File: src/rtl/ram_arb_pkg.sv
// Shared types and constants for the RAM port-1 arbiter.
package ram_arb_pkg;

  typedef enum logic [1:0] {S_IDLE, S_OWN0, S_OWN1} arb_state_t;

  typedef logic master_id_t;

  localparam int CONFLICT_W = 16;

  function automatic arb_state_t own_state(input master_id_t id);
    return id ? S_OWN1 : S_OWN0;
  endfunction

endpackage

File: src/rtl/ram_port_arbiter_if.sv
// Per-master request/ready access bus into the RAM port arbiter.
interface ram_port_arbiter_if #(
  parameter int W  = 32,
  parameter int AW = 7
);

  logic          req;
  logic          lock;
  logic          wr_ena;
  logic [AW-1:0] addr;
  logic [W-1:0]  wr_data;
  logic          ready;
  logic [W-1:0]  rd_data;

  modport master (output req, lock, wr_ena, addr, wr_data, input ready, rd_data);
  modport slave  (input req, lock, wr_ena, addr, wr_data, output ready, rd_data);

endinterface

File: src/rtl/sat_counter.sv
// Up-counter with synchronous clear that sticks at all-ones instead of wrapping.
module sat_counter #(
  parameter int N = 16
) (
  input  logic         clk,
  input  logic         clr,
  input  logic         inc,
  output logic [N-1:0] count
);

  always_ff @(posedge clk) begin
    if (clr) begin
      count <= '0;
    end else if (inc && (count != {N{1'b1}})) begin
      count <= count + N'(1);
    end
  end

endmodule

File: src/rtl/ram_port_arbiter.sv
// Round-robin arbiter with bounded burst lock sharing RAM port 1 between two masters.
// Optional contention counter enabled by defining RAM_ARB_CONFLICT_CNT_EN.
module ram_port_arbiter
  import ram_arb_pkg::*;
#(
  parameter int W        = 32,
  parameter int L        = 128,
  parameter int MAX_LOCK = 16
) (
  input  logic                  clk,
  input  logic                  rst,
  ram_port_arbiter_if.slave     m0,
  ram_port_arbiter_if.slave     m1,
  output logic                  ram_wr_ena,
  output logic [$clog2(L)-1:0]  ram_addr,
  output logic [W-1:0]          ram_wr_data,
  input  logic [W-1:0]          ram_rd_data,
  output logic [CONFLICT_W-1:0] conflict_cnt
);

  localparam int AW  = $clog2(L);
  localparam int LCW = $clog2(MAX_LOCK + 1);
  localparam logic [LCW-1:0] LOCK_LAST = LCW'(MAX_LOCK - 1);

  arb_state_t     state, state_nxt;
  master_id_t     rr_last, rr_last_nxt;
  logic [LCW-1:0] lock_cnt, lock_cnt_nxt;

  master_id_t    owner;
  logic          owning;
  logic          own_req, own_lock, own_wr, oth_req;
  logic [AW-1:0] own_addr;
  logic [W-1:0]  own_wdata;

  assign owning    = (state == S_OWN0) || (state == S_OWN1);
  assign owner     = (state == S_OWN1);
  assign own_req   = owner ? m1.req     : m0.req;
  assign own_lock  = owner ? m1.lock    : m0.lock;
  assign own_wr    = owner ? m1.wr_ena  : m0.wr_ena;
  assign own_addr  = owner ? m1.addr    : m0.addr;
  assign own_wdata = owner ? m1.wr_data : m0.wr_data;
  assign oth_req   = owner ? m0.req     : m1.req;

  always_ff @(posedge clk) begin
    if (rst) begin
      state    <= S_IDLE;
      rr_last  <= 1'b1;
      lock_cnt <= '0;
    end else begin
      state    <= state_nxt;
      rr_last  <= rr_last_nxt;
      lock_cnt <= lock_cnt_nxt;
    end
  end

  always_comb begin
    state_nxt    = state;
    rr_last_nxt  = rr_last;
    lock_cnt_nxt = lock_cnt;
    case (state)
      S_IDLE: begin
        lock_cnt_nxt = '0;
        if (m0.req && m1.req) begin
          state_nxt = own_state(!rr_last);
        end else if (m0.req) begin
          state_nxt = S_OWN0;
        end else if (m1.req) begin
          state_nxt = S_OWN1;
        end
      end
      S_OWN0, S_OWN1: begin
        // Lock extends ownership; otherwise a waiting peer always wins the next slot.
        if (own_req && own_lock && (lock_cnt < LOCK_LAST)) begin
          lock_cnt_nxt = lock_cnt + LCW'(1);
        end else if (oth_req) begin
          state_nxt    = own_state(!owner);
          rr_last_nxt  = owner;
          lock_cnt_nxt = '0;
        end else if (own_req) begin
          lock_cnt_nxt = '0;
        end else begin
          state_nxt    = S_IDLE;
          lock_cnt_nxt = '0;
        end
      end
      default: begin
        state_nxt    = S_IDLE;
        lock_cnt_nxt = '0;
      end
    endcase
  end

  assign m0.ready   = !rst && (state == S_OWN0) && m0.req;
  assign m1.ready   = !rst && (state == S_OWN1) && m1.req;
  assign m0.rd_data = m0.ready ? ram_rd_data : '0;
  assign m1.rd_data = m1.ready ? ram_rd_data : '0;

  assign ram_wr_ena  = own_wr && (m0.ready || m1.ready);
  assign ram_addr    = (owning && !rst) ? own_addr  : '0;
  assign ram_wr_data = (owning && !rst) ? own_wdata : '0;

`ifdef RAM_ARB_CONFLICT_CNT_EN
  logic                  contested;
  logic [CONFLICT_W-1:0] conflict_q;

  assign contested = m0.req && m1.req && !(m0.ready && m1.ready);

  sat_counter #(.N(CONFLICT_W)) u_conflict (
    .clk   (clk),
    .clr   (rst),
    .inc   (contested),
    .count (conflict_q)
  );

  assign conflict_cnt = rst ? '0 : conflict_q;
`else
  assign conflict_cnt = '0;
`endif

endmodule

File: src/flat_wrapper.sv
// flat-port wrapper written by rule: the top's interface ports become plain ports
module ram_port_arbiter_flat import ram_arb_pkg::*;
#(
  parameter int W        = 32,
  parameter int L        = 128,
  parameter int MAX_LOCK = 16
)
  (clk, rst, ram_wr_ena, ram_addr, ram_wr_data, ram_rd_data, conflict_cnt, m0_req, m0_lock, m0_wr_ena, m0_addr, m0_wr_data, m0_ready, m0_rd_data, m1_req, m1_lock, m1_wr_ena, m1_addr, m1_wr_data, m1_ready, m1_rd_data);
  ram_port_arbiter_if #(.W(W), .AW((7))) m0_i ();
  ram_port_arbiter_if #(.W(W), .AW((7))) m1_i ();
  input  logic clk;
  input  logic rst;
  output logic ram_wr_ena;
  output logic [$clog2(L)-1:0] ram_addr;
  output logic [W-1:0] ram_wr_data;
  input  logic [W-1:0] ram_rd_data;
  output logic [CONFLICT_W-1:0] conflict_cnt;
  input wire logic [$bits(m0_i.req)-1:0] m0_req;
  input wire logic [$bits(m0_i.lock)-1:0] m0_lock;
  input wire logic [$bits(m0_i.wr_ena)-1:0] m0_wr_ena;
  input wire logic [$bits(m0_i.addr)-1:0] m0_addr;
  input wire logic [$bits(m0_i.wr_data)-1:0] m0_wr_data;
  output wire logic [$bits(m0_i.ready)-1:0] m0_ready;
  output wire logic [$bits(m0_i.rd_data)-1:0] m0_rd_data;
  input wire logic [$bits(m1_i.req)-1:0] m1_req;
  input wire logic [$bits(m1_i.lock)-1:0] m1_lock;
  input wire logic [$bits(m1_i.wr_ena)-1:0] m1_wr_ena;
  input wire logic [$bits(m1_i.addr)-1:0] m1_addr;
  input wire logic [$bits(m1_i.wr_data)-1:0] m1_wr_data;
  output wire logic [$bits(m1_i.ready)-1:0] m1_ready;
  output wire logic [$bits(m1_i.rd_data)-1:0] m1_rd_data;
  assign m0_i.req = m0_req;
  assign m0_i.lock = m0_lock;
  assign m0_i.wr_ena = m0_wr_ena;
  assign m0_i.addr = m0_addr;
  assign m0_i.wr_data = m0_wr_data;
  assign m0_ready = m0_i.ready;
  assign m0_rd_data = m0_i.rd_data;
  assign m1_i.req = m1_req;
  assign m1_i.lock = m1_lock;
  assign m1_i.wr_ena = m1_wr_ena;
  assign m1_i.addr = m1_addr;
  assign m1_i.wr_data = m1_wr_data;
  assign m1_ready = m1_i.ready;
  assign m1_rd_data = m1_i.rd_data;
  ram_port_arbiter #(.W(W), .L(L), .MAX_LOCK(MAX_LOCK)) u_core (.clk(clk), .rst(rst), .m0(m0_i), .m1(m1_i), .ram_wr_ena(ram_wr_ena), .ram_addr(ram_addr), .ram_wr_data(ram_wr_data), .ram_rd_data(ram_rd_data), .conflict_cnt(conflict_cnt));
endmodule
File: config.mk
export PLATFORM = sky130hd
export DESIGN_NAME = ram_port_arbiter_flat
export DESIGN_NICKNAME = d
export VERILOG_FILES = /design/src/rtl/ram_arb_pkg.sv /design/src/rtl/ram_port_arbiter_if.sv /design/src/rtl/sat_counter.sv /design/src/rtl/ram_port_arbiter.sv /design/src/flat_wrapper.sv
export SDC_FILE = /design/constraint.sdc
export NUM_CORES = 1
export LEC_CHECK = 0
export ABC_AREA = 1
export BUFFER_PORTS_ARGS = -buffer_cell sky130_fd_sc_hd__buf_2
export CORE_AREA = 2 2 93 95
export CTS_CLUSTER_SIZE = 12
export DETAILED_ROUTE_END_ITERATION = 6
export DIE_AREA = 0 0 95 97
export PLACE_DENSITY_LB_ADDON = 0.15
export SYNTH_ARGS = -nofsm -noshare
export SYNTH_HDL_FRONTEND = slang
export SYNTH_HIERARCHICAL = 1
export SYNTH_SLANG_ARGS = --single-unit
File: constraint.sdc
create_clock -name clk -period 1.5 [get_ports clk]
set_input_delay 0 -clock clk [delete_from_list [all_inputs] [get_ports clk]]
set_output_delay 0 -clock clk [all_outputs]
set_load 0.02 [all_outputs]
* Word-level counts from Yosys, hierarchy flattened *
Cells that the tools add are included.

operators by class
  add/sub/neg operators = 1
  multiply operators = 0
  divide/modulo/power cells = 0
  magnitude comparators = 1
  equal/unequal tests = 5
  shift-type cells = 0
  multiplexer cells = 19
  bitwise operators = 2
  reductions and logical operators = 17

operator list
  operator                                                                       number
  32-bit 2-to-1 mux                                                              4
  2-bit 2-to-1 mux                                                               8
  7-bit 2-to-1 mux                                                               2
  1-bit logical AND                                                              9
  3-bit AND reduction                                                            2
  5-bit by 1-bit adder with 5-bit output (second input constant)                 1
  5-bit by 4-bit less-than comparator with 1-bit output (second input constant)  1
  1-bit 2-to-1 mux                                                               4
  4-bit by 3-bit inequality test with 1-bit output (second input constant)       1
  2-bit case mux with 2 select lines                                             1
  3-bit inequality test (second input constant)                                  1
  3-bit OR reduction                                                             1
  2-bit by 1-bit equality test with 1-bit output (second input constant)         1
  2-bit equality test (second input constant)                                    1
  2-bit logical NOT                                                              1
  1-bit logical OR                                                               2
  2-bit inequality test (second input constant)                                  1
  1-bit NOT                                                                      2
  2-bit OR reduction                                                             1
  1-bit logical NOT                                                              1

storage, ports and cells
  register bits after elaboration = 8
  bits in latches = 0
  RAM bits = 0
  bits in read-only memories = 0
  input bits = 118
  output and inout bits = 122
  word-level logic and storage cells = 48
  memories = 0

* Depth between registers and ports, before layout *
Gate-level depths: netlist of run 1.

  depth after elaboration = 6
  gate-level depth with buffers = 13
  depth with buffers taken out = 12

* Worst setup path before layout of run 1 *
No wires, ideal clock.

  path kind = reg-to-output
  start point = register u_core.state[1]
  end point = output port ram_wr_data[21]
  arrival = 1.628 ns
  required time = 1.500 ns
  path slack = -0.128 ns
  cell stages (with the launch flop) = 9
  buffers on the path = 2
  cells stage by stage = dfxtp_1 inv_1 ha_1 inv_1 nor2_1 inv_2 buf_2 buf_2 a21oi_1

between the ends
  cells in the longest elaborated chain, start to end = 4
  elaborated cells between the ends (all ways) = 6
  those cells by class = eq/ne: 2; mux: 2; reduce/logical: 2

ends and longest elaborated chain
  what                                                                                   RTL line                                        source
  from (decl)                                                                            ram_port_arbiter.sv:25                          arb_state_t state, state_nxt;
  from (signal assigned)                                                                 ram_port_arbiter.sv:50                          state <= state_nxt;
  2-bit by 1-bit equality test with 1-bit output or 2-bit equality test (tied branches)  ram_port_arbiter.sv:35, ram_port_arbiter.sv:36
  1-bit logical OR                                                                       ram_port_arbiter.sv:35                          assign owning = (state == S_OWN0) || (state == S_OWN1);
  1-bit logical AND                                                                      ram_port_arbiter.sv:100                         assign ram_wr_data = (owning && !rst) ? own_wdata : '0;
  32-bit 2-to-1 mux *                                                                    ram_port_arbiter.sv:100
  to (decl)                                                                              flat_wrapper.sv:15                              output logic [W-1:0] ram_wr_data;

Every way passes the cells marked *; elsewhere a longest branch is shown, timed or not.

* Worst setup path after layout of run 1 *
  start point = register u_core.state[0]
  end point = output port ram_addr[0]

between the ends
  cells in the longest elaborated chain, start to end = 4
  elaborated cells between the ends (all ways) = 6
  those cells by class = eq/ne: 2; mux: 2; reduce/logical: 2

ends and longest elaborated chain
  what                                                                                   RTL line                                        source
  2-bit by 1-bit equality test with 1-bit output or 2-bit equality test (tied branches)  ram_port_arbiter.sv:35, ram_port_arbiter.sv:36
  1-bit logical OR                                                                       ram_port_arbiter.sv:35
  1-bit logical AND                                                                      ram_port_arbiter.sv:99                          assign ram_addr = (owning && !rst) ? own_addr : '0;
  7-bit 2-to-1 mux *                                                                     ram_port_arbiter.sv:99
  to (decl)                                                                              flat_wrapper.sv:14                              output logic [$clog2(L)-1:0] ram_addr;

Marks and branches as above.

==> results of run 1 <==
[stage by stage]
| step | setup WS [ns] | hold WS, ns | std cells | util |
|---|---|---|---|---|
| floorplan | -0.0283 | 0.0573 | 362 | - |
| finish | -0.129 | 0.193 | 705 | 0.610 |
| detailed placement | -0.0676 | 0.335 | 675 | 0.373 |
| global placement | -0.0519 | 0.332 | 675 | 0.373 |
| CTS | -0.117 | 0.182 | 701 | 0.500 |
| global route | -0.212 | 0.263 | 705 | 0.610 |
[layer usage]
metal / vias to the layer above / track usage
met5: - / 0
met2: 135 / 0.366
met1: 1424 / 0.177
met4: 2 / 0.0334
li1: 1515 / -
met3: 17 / 0.0241
[cell type report]
cell class | count | area share
Clock buffer | 3 | 0.00832
Inverter | 54 | 0.0459
Multi-Input combinational cell | 265 | 0.396
Tap cell | 105 | 0.0265
Timing Repair Buffer | 270 | 0.490
Sequential cell | 8 | 0.0333
[what timing repair did]
item,4_1_cts,5_1_grt
cloned,9,4
endpoints found under the setup margin,105,112
resized for setup,198,194
pin swaps,9,14
setup buffers,14,0
[worst max-delay path: stages, from the launching register on]
cell and delay, ns:
dfxtp_2 0.34, inv_4 0.06, ha_4 0.28, inv_4 0.04, nor2_4 0.15, inv_8 0.09
clkbuf_16 0.17, a21oi_2 0.10, buf_4 0.15
[state kept, by name, indices dropped and copies added (netlist names)]
name             count
u_core/lock_cnt      5
u_core/state         2
u_core/rr_last       1
[cell usage after synthesis]
cell type  number  share of area
nand3_2         1         0.0060
buf_2           6          0.018
nor2_1         75           0.17
nand2_1       103           0.23
clkbuf_1       12          0.027
nand4_1         1         0.0037
nand2_2         3          0.011
inv_4           1         0.0037
nor3b_1         1         0.0045
o21ai_1         1         0.0030
nand3_1        11          0.033
xor2_1          1         0.0052
dfxtp_1         8          0.096
buf_6           1         0.0067
o21ai_0         2         0.0060
ha_1            6          0.045
a21oi_1        40           0.12
or2_1           2         0.0075
buf_4          16          0.072
inv_1          50           0.11
inv_2           3         0.0067
nor2_4          2          0.013
conb_1          1         0.0022
[power by group]
part,switching [mW],internal (mW)
registers,0.0308,0.262
clock network,0.0927,0.175
logic,2.84,2.61
total,2.96,3.05
[how the worst max path moves through the flow]
stage	from	slack, ns	cells past startpoint	end
finish	u_core/state[0]	-0.13	8	ram_addr[0]
CTS	u_core/state[0]	-0.12	8	ram_addr[3]
global placement	u_core/state[0]	-0.05	8	ram_wr_ena
global route	u_core/state[1]	-0.21	11	u_core/rr_last
floorplan	u_core/state[1]	-0.03	8	ram_wr_data[21]
detailed placement	u_core/state[0]	-0.07	8	ram_wr_ena
[cells by family after synthesis]
| group | Yosys count | synth area share |
|---|---|---|
| other | 1 | 0.00224 |
| AO/OA/AOI/OAI | 43 | 0.128 |
| AND/OR/NAND/NOR | 199 | 0.478 |
| adder cells (fa/ha/maj) | 6 | 0.0448 |
| buffers and inverters | 89 | 0.246 |
| flip-flops | 8 | 0.0956 |
| XOR/XNOR | 1 | 0.00523 |
==> flow_metrics.py, run 1 <==
metrics = {
    "run_status": {
        "outcome": "finished, violations left",
        "violations": "negative setup slack",
    },
    "yosys": {
        "synth-seq-area-share": 0.0956,
        "synth-seq-cells": 8,
        "yosysUniqueCellTypes": 23,
        "ys_warn_count": 6,
        "synth_cells": 347,
        "synthesis.area_sq_mm": 0.00168,
        "syn_area_per_cell_sq_um": 4.83,
    },
    "floorplan": {
        "rows": 33,
        "die_w_um": 95,
        "die_h_um": 97,
        "start_util": 0.206,
        "core_sq_mm": 0.00813,
        "die_area_sq_mm": 0.00922,
        "ios": 240,
    },
    "cells_and_area": {
        "multi_input_area_sq_mm": 0.00197,
        "final_net_count": 726,
        "fillCellCount": 708,
        "final-seq-area_sq_um": 165,
        "area_growth_pct": 196,
        "fin_area_sq_mm": 0.00496,
        "final_cell_mix": "119 x buf_2, 96 x nand2_1, 84 x buf_6",
        "final_common_cell": "buf_2",
        "drive_above_1_share": 0.650,
        "antenna_cells": 0,
    },
    "critical_path": {
        "critPathArrivalTime_ns": 1.63,
        "end_kind": "output port",
        "reg2reg_slack_ns": -0.10,
        "critical_path_class": "flop to output port",
        "r2r_start": "u_core/state[1]",
        "r2r_cells": 12,
        "cp_max_fo": 7,
        "worstPathRequired_ns": 1.50,
        "rr_endpoint": "u_core/lock_cnt[0]",
        "cp-start-kind": "flop",
    },
    "sta": {
        "drv_slew": 0,
        "setup_ws_ns": -0.129,
        "fmax_mhz": 614,
        "hold_viol_final": 0,
        "rsz0062_at_grt": "true",
        "setup_viol_count_final": 98,
        "tns_ns": -7.29,
        "finalClockSkew_ns": 0.00676,
        "period_needed_ns": 1.63,
        "final.period_utilization": 1.09,
    },
    "clocking": {
        "h-tree-depth": 1,
        "ctsHoldBuffers": 0,
        "cts_buffers": 3,
        "cts.clk_slew.worst_paths_ns": 0.05,
        "tritoncts": "built",
        "clk_latency_ns": 0.23,
        "clockBufferDepth": 2,
        "clkSinkCount": 8,
        "cts_root_buffer": "clkbuf_8",
    },
    "drt": {
        "wl_met2_um": 5620,
        "vias_per_cell": 4.39,
        "met1Wirelength_um": 3340,
        "wl_met3_um": 666,
        "drt_wl_total_um": 9800,
        "top_layer": "met5",
        "drc": 0,
        "first_iter_violations": 39,
        "wl_per_cell_um": 13.9,
        "vias": 3093,
        "ant_nets": 0,
        "drt_first_pass_iters": 4,
    },
    "placement": {
        "dpl.hpwl_um": 6110,
        "routabilityCongestion": 0.831,
        "portBuffers": 223,
        "placed_cell_area_sq_mm": 0.00304,
    },
    "power": {
        "pwr_density_cell_mw_per_mm2": 1210,
        "p_leak_nw": 2.50,
        "finalPower_mw": 6.01,
        "ir_drop_v": 0.000913,
    },
    "min_path": {
        "min_path_cells": 3,
        "whs_endpoint": "u_core/rr_last",
        "hp-class": "input pin to flop",
        "hp-start": "rst",
    },
    "global_routing": {
        "grt_pass1_vias": 2791,
        "grt_pass1_wl_um": 13100,
        "grt_usage": 0.176,
        "grt_max_degree": 29,
        "antenna_found_initial": 1,
        "grt_overflow": 0,
    },
    "job": {
        "drv_cap": 0,
    },
}
Power figures use the tool's default switching activity.
==> run 2: changes to the inputs <==
--- a/config.mk
+++ b/config.mk
@@ -7,10 +7,10 @@
 export LEC_CHECK = 0
 export ABC_AREA = 1
 export BUFFER_PORTS_ARGS = -buffer_cell sky130_fd_sc_hd__buf_2
-export CORE_AREA = 2 2 93 95
+export CORE_AREA = 4 4 90 92
 export CTS_CLUSTER_SIZE = 12
 export DETAILED_ROUTE_END_ITERATION = 6
-export DIE_AREA = 0 0 95 97
+export DIE_AREA = 0 0 94 96
 export PLACE_DENSITY_LB_ADDON = 0.15
 export SYNTH_ARGS = -nofsm -noshare
 export SYNTH_HDL_FRONTEND = slang
==> flow_metrics.py, run 2 (synthesis gave the netlist of run 1 again) <==
metrics = {
    "run_status": {
        "outcome": "finished, violations left",
        "violations": "negative setup slack",
    },
    "clocking": {
        "cts_buffers": 3,
        "cts_root_buffer": "clkbuf_8",
        "clk_latency_ns": 0.23,
        "tritoncts": "built",
        "clockBufferDepth": 2,
        "clkSinkCount": 8,
        "ctsHoldBuffers": 0,
        "h-tree-depth": 1,
        "cts.clk_slew.worst_paths_ns": 0.05,
    },
    "floorplan": {
        "die_h_um": 96,
        "rows": 31,
        "start_util": 0.232,
        "die_w_um": 94,
        "die_area_sq_mm": 0.00902,
        "core_sq_mm": 0.00721,
        "ios": 240,
    },
    "drt": {
        "drt_first_pass_iters": 4,
        "ant_nets": 0,
        "drt_wl_total_um": 10400,
        "vias_per_cell": 4.40,
        "first_iter_violations": 100,
        "vias": 2977,
        "drc": 0,
        "wl_per_cell_um": 15.3,
    },
    "critical_path": {
        "r2r_start": "u_core/state[1]",
        "cp-start-kind": "flop",
        "critPathLaunch": "u_core/state[1]",
        "cp_max_fo": 9,
        "critPathArrivalTime_ns": 1.59,
        "r2r_cells": 11,
        "critical_path_class": "flop to output port",
        "worstPathRequired_ns": 1.50,
        "end_kind": "output port",
    },
    "sta": {
        "tns_ns": -3.54,
        "rsz0062_at_grt": "true",
        "setup_viol_count_final": 77,
        "hold-worst-slack_ns": 0.218,
        "fmax_mhz": 629,
        "drv_slew": 0,
        "setup_ws_ns": -0.0910,
        "period_needed_ns": 1.59,
        "hold_viol_final": 0,
        "finalClockSkew_ns": 0.00721,
        "final.period_utilization": 1.06,
    },
    "cells_and_area": {
        "area_growth_pct": 160,
        "final_cells": 677,
        "largest_reg_flops": 5,
        "top_register": "u_core/lock_cnt",
        "multi_input_area_sq_mm": 0.00176,
        "drive_above_1_share": 0.635,
        "finish.utilization": 0.603,
        "fin_area_sq_mm": 0.00435,
        "final-seq-area_sq_um": 163,
        "final_common_cell": "buf_2",
        "antenna_cells": 0,
        "final_net_count": 704,
        "fillCellCount": 656,
        "reg_top3": "u_core/lock_cnt x5, u_core/state x2, u_core/rr_last x1",
        "final_cell_mix": "119 x buf_2, 94 x nand2_1, 72 x buf_6",
    },
    "placement": {
        "dp.cells": 662,
        "dpl.hpwl_um": 7070,
        "placed_cell_area_sq_mm": 0.00296,
        "routabilityCongestion": 0.887,
        "pre_cts_ws_ns": -0.0727,
        "portBuffers": 223,
    },
    "global_routing": {
        "grt_max_degree": 33,
        "grt_usage": 0.178,
        "grt_overflow": 0,
        "grt_pass1_wl_um": 12800,
        "grt_pass1_vias": 2669,
        "antenna_found_initial": 3,
    },
    "power": {
        "pwr_density_cell_mw_per_mm2": 1170,
        "finalPower_mw": 5.08,
        "switchingPower_mw": 2.68,
        "p_leak_nw": 2.27,
        "intPower_mw": 2.41,
        "pwr-share-seq": 0.058,
        "combPwrFrac": 0.889,
        "clock_power_share": 0.053,
        "swShare": 0.526,
        "ir_drop_v": 0.000891,
    },
    "min_path": {
        "min_path_cells": 3,
        "hp-start": "rst",
        "hp-class": "input pin to flop",
    },
    "job": {
        "drv_cap": 0,
    },
}
[run 2: repair_timing]
action                                  4_1_cts  5_1_grt
gates cloned                                  4        4
pin swaps                                     3        3
endpoints found under the setup margin      107      112
setup buffers                                 3        2
resized for setup                           111      225
[run 2: area by class of cell]
| type | count | share of cell area |
|---|---|---|
| repair buffers | 248 | 0.470 |
| multi-input cells | 265 | 0.405 |
| inverters | 54 | 0.0495 |
| flip-flops and latches | 8 | 0.0374 |
| well taps | 99 | 0.0285 |
| clock buffers | 3 | 0.00950 |
[run 2: power by group through the flow]
stage	registers [mW]	clock network, mW	logic, mW
6_report	0.294	0.268	4.52
5_1_grt	0.298	0.288	4.81
4_1_cts	0.287	0.275	3.63
3_5_place_dp	0.284	0	2.84
3_3_place_gp	0.283	0	2.82
2_1_floorplan	0.281	0	1.90
[run 2: worst max-delay path, cell delays in order (launching register included)]
cell and delay, ns:
dfxtp_2 0.35, buf_4 0.14, ha_4 0.20, buf_6 0.14, buf_12 0.13, nand2_1 0.09
a21oi_4 0.16, buf_6 0.13
[run 2: path summary, 6_finish.rpt]
check / slack (ns) / to
min reg2reg: 0.46 / u_core/rr_last
max reg2reg: -0.05 / u_core/state[0]
min: 0.22 / u_core/rr_last
max: -0.09 / ram_wr_data[29]
[run 2: routing by layer]
metal | vias to the layer above | track usage | share of wire
li1 | 1466 | - | -
met1 | 1341 | 0.192 | 0.35
met2 | 147 | 0.345 | 0.54
met3 | 17 | 0.0563 | 0.090
met4 | 6 | 0.0265 | 0.011
met5 | - | 0 | 0.0045
